===== config.mk =====
export PLATFORM = sky130hd
export DESIGN_NAME = multi_project_mux
export DESIGN_NICKNAME = d
export VERILOG_FILES = /design/src/rtl/multi_project_mux.sv
export SDC_FILE = /design/constraint.sdc
export NUM_CORES = 1
export LEC_CHECK = 0
export ABC_AREA = 1
export CAP_MARGIN = 20
export CORE_AREA = 3 3 113 115
export DETAILED_ROUTE_END_ITERATION = 10
export DIE_AREA = 0 0 116 118
export DONT_BUFFER_PORTS = 1
export GPL_ROUTABILITY_DRIVEN = 0
export MAX_ROUTING_LAYER = met4
export PLACE_DENSITY = 0.41
export SLEW_MARGIN = 20
export SYNTH_ARGS = -nofsm -noshare
export SYNTH_HDL_FRONTEND = slang
export SYNTH_SLANG_ARGS = --single-unit

===== constraint.sdc =====
create_clock -name clk -period 3 [get_ports clk]
set_input_delay 0.45 -clock clk [delete_from_list [all_inputs] [get_ports clk]]
set_output_delay 0.45 -clock clk [all_outputs]
set_load 0.01 [all_outputs]

===== src/rtl/multi_project_mux.sv =====
// Time-shares one GPIO bank among several hosted projects. A select request drains the
// bank (tristated), holds every project in reset, then hands the pads to the chosen project.
module multi_project_mux #(
   parameter int unsigned N_PROJECTS   = 8,
   parameter int unsigned GPIO_W       = 10,
   parameter int unsigned GUARD_CYCLES = 2,
   parameter int unsigned RESET_CYCLES = 4,
   localparam int unsigned ID_W = ($clog2(N_PROJECTS + 1) > 1) ? $clog2(N_PROJECTS + 1) : 1
) (
   input  logic                         clk,
   input  logic                         reset,
   input  logic                         sel_valid,
   input  logic [ID_W-1:0]              sel_id,
   output logic                         sel_ready,
   input  logic [GPIO_W-1:0]            gpio_in,
   output logic [GPIO_W-1:0]            gpio_out,
   output logic [GPIO_W-1:0]            gpio_oeb,
   input  logic [N_PROJECTS*GPIO_W-1:0] proj_gpio_out,
   input  logic [N_PROJECTS*GPIO_W-1:0] proj_gpio_oeb,
   output logic [N_PROJECTS*GPIO_W-1:0] proj_gpio_in,
   output logic [N_PROJECTS-1:0]        proj_reset_n,
   output logic [ID_W-1:0]              active_id,
   output logic                         active_valid,
   output logic                         sel_err
);

   localparam int unsigned MAX_CYC = (GUARD_CYCLES > RESET_CYCLES) ? GUARD_CYCLES : RESET_CYCLES;
   localparam int unsigned CNT_W   = $clog2(MAX_CYC + 1);

   typedef enum logic [1:0] {StIdle, StDrain, StHold, StRun} state_e;

   state_e                  state_q;
   logic [CNT_W-1:0]        cnt_q;
   logic [ID_W-1:0]         target_q;
   logic [ID_W-1:0]         active_id_q;
   logic                    active_valid_q;
   logic                    sel_err_q;
   logic [N_PROJECTS-1:0]   proj_reset_n_q;
   logic                    target_ok;
   logic [N_PROJECTS-1:0]   target_onehot;

   assign target_ok = 32'(target_q) < N_PROJECTS;

   always_comb begin
      target_onehot = '0;
      for (int k = 0; k < int'(N_PROJECTS); k++) begin
         target_onehot[k] = (target_q == ID_W'(k));
      end
   end

   // Accept only from IDLE/RUN; the old project's reset stays released through DRAIN.
   always_ff @(posedge clk) begin
      if (!reset) begin
         state_q        <= StIdle;
         cnt_q          <= '0;
         target_q       <= '0;
         active_id_q    <= '0;
         active_valid_q <= 1'b0;
         sel_err_q      <= 1'b0;
         proj_reset_n_q <= '0;
      end else begin
         unique case (state_q)
            StIdle, StRun: begin
               if (sel_valid) begin
                  state_q        <= StDrain;
                  cnt_q          <= CNT_W'(GUARD_CYCLES - 1);
                  target_q       <= sel_id;
                  sel_err_q      <= (32'(sel_id) >= N_PROJECTS);
                  active_id_q    <= '0;
                  active_valid_q <= 1'b0;
               end
            end
            StDrain: begin
               if (cnt_q == '0) begin
                  state_q        <= StHold;
                  cnt_q          <= CNT_W'(RESET_CYCLES - 1);
                  proj_reset_n_q <= '0;
               end else begin
                  cnt_q <= cnt_q - CNT_W'(1);
               end
            end
            StHold: begin
               if (cnt_q == '0) begin
                  if (target_ok) begin
                     state_q        <= StRun;
                     active_id_q    <= target_q;
                     active_valid_q <= 1'b1;
                     proj_reset_n_q <= target_onehot;
                  end else begin
                     state_q <= StIdle;
                  end
               end else begin
                  cnt_q <= cnt_q - CNT_W'(1);
               end
            end
            default: state_q <= StIdle;
         endcase
      end
   end

   assign sel_ready    = (state_q == StIdle) || (state_q == StRun);
   assign proj_reset_n = proj_reset_n_q;
   assign active_id    = active_id_q;
   assign active_valid = active_valid_q;
   assign sel_err      = sel_err_q;

   always_comb begin
      gpio_out     = '0;
      gpio_oeb     = '1;
      proj_gpio_in = '0;
      if (state_q == StRun) begin
         for (int k = 0; k < int'(N_PROJECTS); k++) begin
            if (active_id_q == ID_W'(k)) begin
               gpio_out                          = proj_gpio_out[k*GPIO_W +: GPIO_W];
               gpio_oeb                          = proj_gpio_oeb[k*GPIO_W +: GPIO_W];
               proj_gpio_in[k*GPIO_W +: GPIO_W]  = gpio_in;
            end
         end
      end
   end

endmodule

==> results of run 1 <==
-- path summary, 6_finish.rpt --
path | end | start | depth (start not counted) | slack (ns)
worst min register to register | cnt_q[1] | cnt_q[1] | 2 | 0.47
worst max-delay path | gpio_out[2] | active_id[1] | 9 | 0.48
worst max register to register | active_id[0] | state_q[0] | 7 | 1.11
worst min-delay path | active_id[3] | reset | 2 | 0.33
-- layer usage --
layer  vias to the layer above  global-route usage [%]  wire length [microns]
li1                       1893                       -                      -
met1                      1848                    22.9                   5570
met2                       202                    37.2                   7810
met3                        18                    6.84                   1560
met4                         0                    3.34                    182
met5                         -                       -                      0
-- through the flow --
| step | worst slack, ns | power (mW) | cell area (sq um) | hold slack [ns] | utilization [%] |
|---|---|---|---|---|---|
| floorplan | 1.28 | 1.01 | 3110 | 0.444 | - |
| global placement | 0.812 | 1.13 | 3350 | 0.458 | 28.1 |
| detailed placement | 0.756 | 1.15 | 3350 | 0.465 | 28.1 |
| CTS | 0.470 | 1.44 | 3430 | 0.323 | 28.8 |
| global route | 0.305 | 1.55 | 3460 | 0.330 | 29.1 |
| finish | 0.483 | 1.42 | 3460 | 0.326 | 29.1 |
-- sequential cells by signal, summed over array words and instances (netlist names) --
signal	count
proj_reset_n	8
active_id	4
target_q	4
cnt_q	3
state_q	2
active_valid	1
sel_err	1
-- logic make-up after synthesis --
kind of cell	count (synthesis)	synth area share [%]
AOI/OAI and AO/OA	68	13.0
adders and majority gates	5	2.01
buffers and inverters	130	17.3
DFF	23	14.8
and+or+nand+nor	363	52.8
-- where the power goes --
group          leakage [nW]  switching, mW  internal [mW]
logic                  1.42          0.421          0.220
registers             0.189         0.0929          0.403
clock network        0.0410          0.109          0.179
-- cell usage in the layout, fill, tap and decap left out, drive strengths merged --
cell type	synthesis	final
diode	0	13
clkinv	0	1
a31oi	11	11
nand4	21	21
inv	95	95
clkbuf	5	3
ha	5	5
o211a	8	8
a211oi	2	2
nor3	4	4
nand3	61	61
dfxtp	23	23
nand2	119	119
o21ai	22	22
nor2	127	127
nand3b	30	30
a21oi	23	23
a221oi	1	1
buf	30	28
o211ai	1	1
or2	1	1
-- area by class of cell --
class | count | area (sq um) | area share (%)
Sequential cell | 23 | 460 | 13.3
Timing Repair Buffer | 28 | 223 | 6.43
Clock inverter | 1 | 5.00 | 0.145
Multi-Input combinational cell | 436 | 2130 | 61.4
Tap cell | 147 | 184 | 5.31
Clock buffer | 3 | 75.1 | 2.17
Inverter | 95 | 357 | 10.3
Antenna cell | 13 | 32.5 | 0.939
==> results.sh, run 1 <==
export IMPL_status="complete, no violations"
export IMPL_clk_pin_slew_ns=0.06
export IMPL_cp_cell_sequence="inv_2 -> nor2_2 -> buf_4 -> nand3_1 -> nand3_1 -> nor2_1 -> nand4_1 -> nand2_1 -> inv_1"
export IMPL_overflow=0
export IMPL_ys_flop_type="dfxtp_1"
export IMPL_async_flop_share_pct=0
export IMPL_via_per_inst=5.31
export IMPL_grt_setup_unrepaired="no"
export IMPL_max_slew_worst_pin_slew_ns=0.573
export IMPL_cts_buffer_depth=2
export IMPL_final_instance_count_excl_fill=746
export IMPL_htree_levels=1
export IMPL_drt_iter0_drc=223
export IMPL_clkLatencyLatePin_ns=0.26
export IMPL_ys_seq_area_share_pct=14.8
export IMPL_fmax_ghz=0.397
export IMPL_fp_row_count=40
export IMPL_hold_path_class="in2reg"
export IMPL_dr_pass1_iters=5
export IMPL_ys_seq_elements=23
export IMPL_drive_gt1_share_pct=8.53
export IMPL_postCtsSetupBuffers=0
export IMPL_relSlewSlack_pct=61.8
export IMPL_min_period_over_period_pct=83.9
export IMPL_cts_buffers=3
export IMPL_fp_dieH_microns=118
export IMPL_die_x_microns=116
export IMPL_fillers=1383
export IMPL_synth_most_common_cell="nor2_1"
export IMPL_crit_top_cell="nand3_1"
export IMPL_skew_ns=0.00359
export IMPL_dpl_cell_count=729
export IMPL_max_stage_delay_ns=0.68
export IMPL_synthTopCellsByArea="nor2_1, dfxtp_1, nand2_1, inv_1, nand3_1"
export IMPL_cts_tree="built"
export IMPL_crit_fanout=31
export IMPL_syn_area_sq_um=3110
export IMPL_synth_top_area_cell="nor2_1"
export IMPL_drv_slew=0
export IMPL_hold_violations=0
export IMPL_worstSetupPathType="reg2out"
export IMPL_crit_path_start_kind="flop"
export IMPL_grt_usage_pct=20.9
export IMPL_ios=292
export IMPL_first_global_vias=3588
export IMPL_finish_net_count=769
export IMPL_cp_data_required_time_ns=2.55
export IMPL_crit_path_top_delay_cell="dfxtp_1"
export IMPL_critPathBufInv=3
export IMPL_critPathCaptureType="output pin"
export IMPL_yosys_warnings=0
export IMPL_areaGrowthSynthToFinish_pct=11.3
export IMPL_synth_avg_cell_area_sq_um=5.28
export IMPL_peakVddDrop_v=0.000344
export IMPL_coreArea_sq_um=11900
export IMPL_clockRootBuffer="clkbuf_16"
export IMPL_grt_max_degree=65
export IMPL_maxCapViolCount=0
export IMPL_initial_core_util_pct=26.1
export IMPL_synth_top_area_share_pct=15.0
export IMPL_p_per_area_nw_per_um2=411
export IMPL_syn_inst=589
export IMPL_cts_resized=0
export IMPL_port_buffers=0
export IMPL_ys_types=27
export IMPL_dp_hpwl_microns=12500
export IMPL_antenna_found_initial=12
export IMPL_cts_hold_buf=0
export IMPL_num_vias=3961
export IMPL_path_delay_family="flip-flops"
export IMPL_ant_nets=0
export IMPL_leakagePower_nw=1.65
export IMPL_worst_ep_arrival_time_ns=2.07
export IMPL_min_period_ns=2.52
export IMPL_synth_fp_nets=771
export IMPL_synth_edf_count=0
export IMPL_grt_first_pass_wirelength_microns=21500
export IMPL_routed_wl_microns=15100
export IMPL_dieArea_sq_um=13700
export IMPL_setup_viol=0
export IMPL_post_drt_wl_per_cell_microns=20.3
export IMPL_clock_sinks=23
export IMPL_drc=0
export IMPL_synthTopCellsByCount="nor2_1, nand2_1, inv_1, nand3_1, nand3b_1"
export IMPL_fin_tns_setup_ns=0
Power figures use the tool's default switching activity.
==> run 2, diff against run 1 <==
- clock period: 3 -> 2.6 ns (I/O delays scaled with it)
==> run 2 against run 1 <==
Against the previous run:
- largest cell class unchanged
- setup slack got worse by 0.28 ns
- via count rose by 1.7%
- routed wire length increased by 2.5%
- clock power rose by 18%
- critical path type unchanged
==> results.sh, run 2 (same netlist as run 1, synthesis figures left out) <==
export IMPL_setup_viol=0
export IMPL_grt_usage_pct=20.6
export IMPL_hold_path_depth=2
export IMPL_drv_slew=0
export IMPL_pwr_share_clk_pct=20.5
export IMPL_holdWs_ns=0.263
export IMPL_min_period_ns=2.40
export IMPL_r2r_slack_ns=0.66
export IMPL_status="complete, no violations"
export IMPL_fin_tns_setup_ns=0
export IMPL_dp_hpwl_microns=12600
export IMPL_first_global_vias=3537
export IMPL_hold_start="reset"
export IMPL_hold_path_class="in2reg"
export IMPL_overflow=0
export IMPL_grt_first_pass_wirelength_microns=21200
export IMPL_areaGrowthSynthToFinish_pct=14.3
export IMPL_die_x_microns=116
export IMPL_cp_data_required_time_ns=2.21
export IMPL_p_comb_share_pct=45.1
export IMPL_critPathCaptureType="output pin"
export IMPL_fp_row_count=40
export IMPL_grt_max_degree=38
export IMPL_sequentialPowerShare_pct=34.4
export IMPL_layout_commonest_cell="nor2_1"
export IMPL_max_slew_worst_pin_slew_ns=0.645
export IMPL_p_sw_share_pct=43.8
export IMPL_cts_hold_buf=0
export IMPL_reg2reg_depth=8
export IMPL_via_per_inst=5.31
export IMPL_coreArea_sq_um=11900
export IMPL_relSlewSlack_pct=57.0
export IMPL_initial_core_util_pct=26.1
export IMPL_ant_nets=0
export IMPL_dieArea_sq_um=13700
export IMPL_maxCapViolCount=0
export IMPL_fmax_ghz=0.417
export IMPL_cts_resized=0
export IMPL_ios=292
export IMPL_cts_buffers=3
export IMPL_min_to="active_id[3]"
export IMPL_dr_pass1_iters=5
export IMPL_p_per_area_nw_per_um2=465
export IMPL_clockRootBuffer="clkbuf_16"
export IMPL_grt_setup_unrepaired="no"
export IMPL_fillers=1391
export IMPL_antenna_found_initial=12
export IMPL_internal_power_uw=930
export IMPL_drive_gt1_share_pct=10.8
export IMPL_fp_dieH_microns=118
export IMPL_pre_cts_ws_ns=0.395
export IMPL_worstSetupPathType="reg2out"
export IMPL_drt_iter0_drc=264
export IMPL_post_route_util_pct=29.9
export IMPL_drc=0
export IMPL_peakVddDrop_v=0.000402
export IMPL_num_vias=4029
export IMPL_min_period_over_period_pct=92.2
export IMPL_rr_startpoint="state_q[0]"
export IMPL_clkLatencyLatePin_ns=0.26
export IMPL_clock_sinks=23
export IMPL_htree_levels=1
export IMPL_routed_wl_microns=15500
export IMPL_p_total_mw=1.65
export IMPL_r2r_end="active_id[1]"
export IMPL_finish_net_count=783
export IMPL_cts_buffer_depth=2
export IMPL_largest_reg_flops=8
export IMPL_power_switching_uw=724
export IMPL_post_drt_wl_per_cell_microns=20.4
export IMPL_port_buffers=0
export IMPL_crit_fanout=12
export IMPL_setup_slack_ns=0.202
export IMPL_worst_ep_arrival_time_ns=2.01
export IMPL_postCtsSetupBuffers=0
export IMPL_clk_pin_slew_ns=0.06
export IMPL_hold_violations=0
export IMPL_skew_ns=0.00278
export IMPL_cts_tree="built"
export IMPL_crit_path_start_kind="flop"
export IMPL_leakagePower_nw=1.72
export IMPL_final_cell_mix="nor2_1, nand2_1, inv_1, nand3_1, buf_4"
## run 2: changes by cell type in the layout (fill, tap and decap cells not counted)
cell     change
nor2_2       +1
buf_12       -1
diode_2      -1
buf_4       +15
nor2_1       -1
## run 2: stage by stage
stage / instance area (sq um) / cells
4_1_cts: 3520 / 747
2_1_floorplan: 3110 / 589
3_3_place_gp: 3440 / 743
6_report: 3560 / 759
3_5_place_dp: 3440 / 743
5_1_grt: 3560 / 759
## run 2: per-layer routing
metal  GRT usage [%]  wire [microns]  part of all wire, %
met5               -               0                    0
met4            4.06             145                 0.94
met3            7.61            1690                   11
met2            36.6            7910                   51
met1            21.7            5750                   37
## run 2: power groups by stage
| stage | Combinational (mW) | Clock [mW] | Sequential [mW] |
|---|---|---|---|
| 6_report | 0.746 | 0.339 | 0.570 |
| 5_1_grt | 0.845 | 0.364 | 0.586 |
| 4_1_cts | 0.744 | 0.345 | 0.573 |
| 3_5_place_dp | 0.737 | 0 | 0.582 |
| 3_3_place_gp | 0.732 | 0 | 0.577 |
| 2_1_floorplan | 0.609 | 0 | 0.558 |
## run 2: how the worst max path moves through the flow
stage,from,endpoint,slack (ns)
global route,state_q[1],proj_gpio_in[34],0.05
floorplan,active_id[0],proj_gpio_in[70],0.94
CTS,active_id[0],proj_gpio_in[17],0.11
global placement,active_id[0],gpio_out[2],0.38
detailed placement,active_id[0],proj_gpio_in[17],0.39
finish,state_q[1],proj_gpio_in[10],0.20
## run 2: area by class of cell
class,instances,area (sq um),area share (%)
flip-flops and latches,23,460,12.9
well taps,147,184,5.17
clock buffers,3,75.1,2.11
diodes,12,30.0,0.844
multi-input cells,436,2130,59.9
inverters,95,357,10.0
repair buffers,42,315,8.87
clock inverters,1,5.00,0.141
## run 2: worst max-delay path, cell delays in order (launching register included)
cell	delay [ns]
dfxtp_1	0.38
ha_1	0.59
nand2_1	0.44
nor2_1	0.20
buf_4	0.14
==> run 3, diff against run 2 <==
- RECOVER_POWER: unset -> 100
==> run 3 against run 2 <==
Against the previous run:
- power down 0.90%
- critical path depth unchanged
- cell count is the same
- utilization shrank 0.80 points
- final area down 2.7%
- die area unchanged
- highest routed layer unchanged
- critical endpoint is now proj_gpio_in[70]
- global-route usage stayed put
- register-to-register slack gained 0.02 ns
- sequential share of layout area is 0.36 points higher
- routed wire length rose by 0.15%
- clock skew hardly changed
==> results.sh, run 3 (same netlist as run 1, synthesis figures left out) <==
export IMPL_finish_net_count=783
export IMPL_hold_path_depth=2
export IMPL_drc=0
export IMPL_p_per_area_nw_per_um2=474
export IMPL_min_period_over_period_pct=94.6
export IMPL_cts_tree="built"
export IMPL_fin_tns_setup_ns=0
export IMPL_fp_row_count=40
export IMPL_dp_hpwl_microns=12600
export IMPL_coreArea_sq_um=11900
export IMPL_min_period_ns=2.46
export IMPL_maxCapViolCount=0
export IMPL_via_per_inst=5.33
export IMPL_final_area_sq_um=3460
export IMPL_fmax_ghz=0.406
export IMPL_grt_max_degree=38
export IMPL_pre_cts_ws_ns=0.395
export IMPL_fillers=1424
export IMPL_cp_data_required_time_ns=2.21
export IMPL_dr_pass1_iters=6
export IMPL_die_x_microns=116
export IMPL_clkLatencyLatePin_ns=0.26
export IMPL_post_drt_wl_per_cell_microns=20.4
export IMPL_port_buffers=0
export IMPL_crit_path_start_kind="flop"
export IMPL_placed_area_sq_um=3440
export IMPL_final_cell_mix="nor2_1, nand2_1, inv_1, nand3_1, nand3b_1"
export IMPL_critPathCaptureType="output pin"
export IMPL_cts_buffer_depth=2
export IMPL_r2r_end="active_id[1]"
export IMPL_hold_start="reset"
export IMPL_num_vias=4042
export IMPL_relSlewSlack_pct=55.8
export IMPL_skew_ns=0.00272
export IMPL_drt_iter0_drc=251
export IMPL_layout_commonest_cell="nor2_1"
export IMPL_clock_sinks=23
export IMPL_ios=292
export IMPL_min_to="active_id[3]"
export IMPL_drive_gt1_share_pct=6.33
export IMPL_r2r_slack_ns=0.68
export IMPL_dpl_cell_count=743
export IMPL_cts_buffers=3
export IMPL_first_global_vias=3537
export IMPL_crit_fanout=12
export IMPL_largest_reg_flops=8
export IMPL_initial_core_util_pct=26.1
export IMPL_worstSetupPathType="reg2out"
export IMPL_fp_dieH_microns=118
export IMPL_routed_wl_microns=15500
export IMPL_grt_usage_pct=20.6
export IMPL_clk_pin_slew_ns=0.06
export IMPL_grt_setup_unrepaired="no"
export IMPL_leakagePower_nw=1.62
export IMPL_setup_viol=0
export IMPL_antenna_found_initial=12
export IMPL_rr_startpoint="state_q[0]"
export IMPL_max_slew_worst_pin_slew_ns=0.662
export IMPL_overflow=0
export IMPL_postCtsSetupBuffers=0
export IMPL_hold_path_class="in2reg"
export IMPL_grt_first_pass_wirelength_microns=21200
export IMPL_reg2reg_depth=8
export IMPL_status="complete, no violations"
export IMPL_worst_ep_arrival_time_ns=2.07
export IMPL_drv_slew=0
export IMPL_setup_slack_ns=0.139
export IMPL_hold_violations=0
export IMPL_clockRootBuffer="clkbuf_16"
export IMPL_final_instance_count_excl_fill=759
export IMPL_peakVddDrop_v=0.000400
export IMPL_ant_nets=0
export IMPL_dieArea_sq_um=13700
export IMPL_htree_levels=1
export IMPL_areaGrowthSynthToFinish_pct=11.2
## run 3: changes by cell type in the layout (fill, tap and decap cells not counted), sizes merged
cell,delta
buf,-24
clkbuf,+24
## run 3: how the worst max path moves through the flow
stage,start,endpoint,slack (ns),depth (start not counted)
global route,state_q[1],proj_gpio_in[34],0.03,4
floorplan,active_id[0],proj_gpio_in[70],0.94,7
finish,state_q[1],proj_gpio_in[70],0.14,4
detailed placement,active_id[0],proj_gpio_in[17],0.39,5
CTS,active_id[0],proj_gpio_in[17],0.11,5
global placement,active_id[0],gpio_out[2],0.38,9
## run 3: what timing repair did
item                       in CTS  in global routing
hold buffers                    0                  0
gates resized for setup         0                  1
setup endpoints to repair       0                 19
## run 3: through the flow
stage | hold slack [ns] | utilization [%] | power (mW)
6_report | 0.263 | 29.1 | 1.64
5_1_grt | 0.265 | 29.1 | 1.78
4_1_cts | 0.261 | 29.6 | 1.66
3_5_place_dp | 0.459 | 28.9 | 1.32
3_3_place_gp | 0.457 | 28.9 | 1.31
2_1_floorplan | 0.444 | - | 1.17
## run 3: per-layer routing
metal | global-route usage (%) | vias to the layer above | share of wire, % | routed length, microns
li1 | - | 1921 | - | -
met1 | 21.7 | 1870 | 37 | 5800
met2 | 36.6 | 229 | 51 | 7870
met3 | 7.61 | 22 | 11 | 1650
met4 | 4.06 | 0 | 1.3 | 199
met5 | - | - | 0 | 0
## run 3: layout make-up
type	count	area (sq um)	share of cell area, %
clock inverter	1	5.00	0.145
timing repair buffer	42	225	6.51
tap	147	184	5.31
antenna	12	30.0	0.868
multi-input combinational	436	2120	61.4
sequential	23	460	13.3
clock buffer	3	75.1	2.17
inverter	95	357	10.3
## run 3: report_power, final
group	leakage [nW]	switching, mW	internal [mW]
Combinational	1.39	0.481	0.251
Clock	0.0410	0.131	0.207
Sequential	0.189	0.105	0.465
Total	1.62	0.717	0.923
## run 3: critical path, stage by stage (launching register included)
cell	delay, ns
dfxtp_1	0.38
ha_1	0.60
nand2_1	0.44
nor2_1	0.19
clkbuf_1	0.19
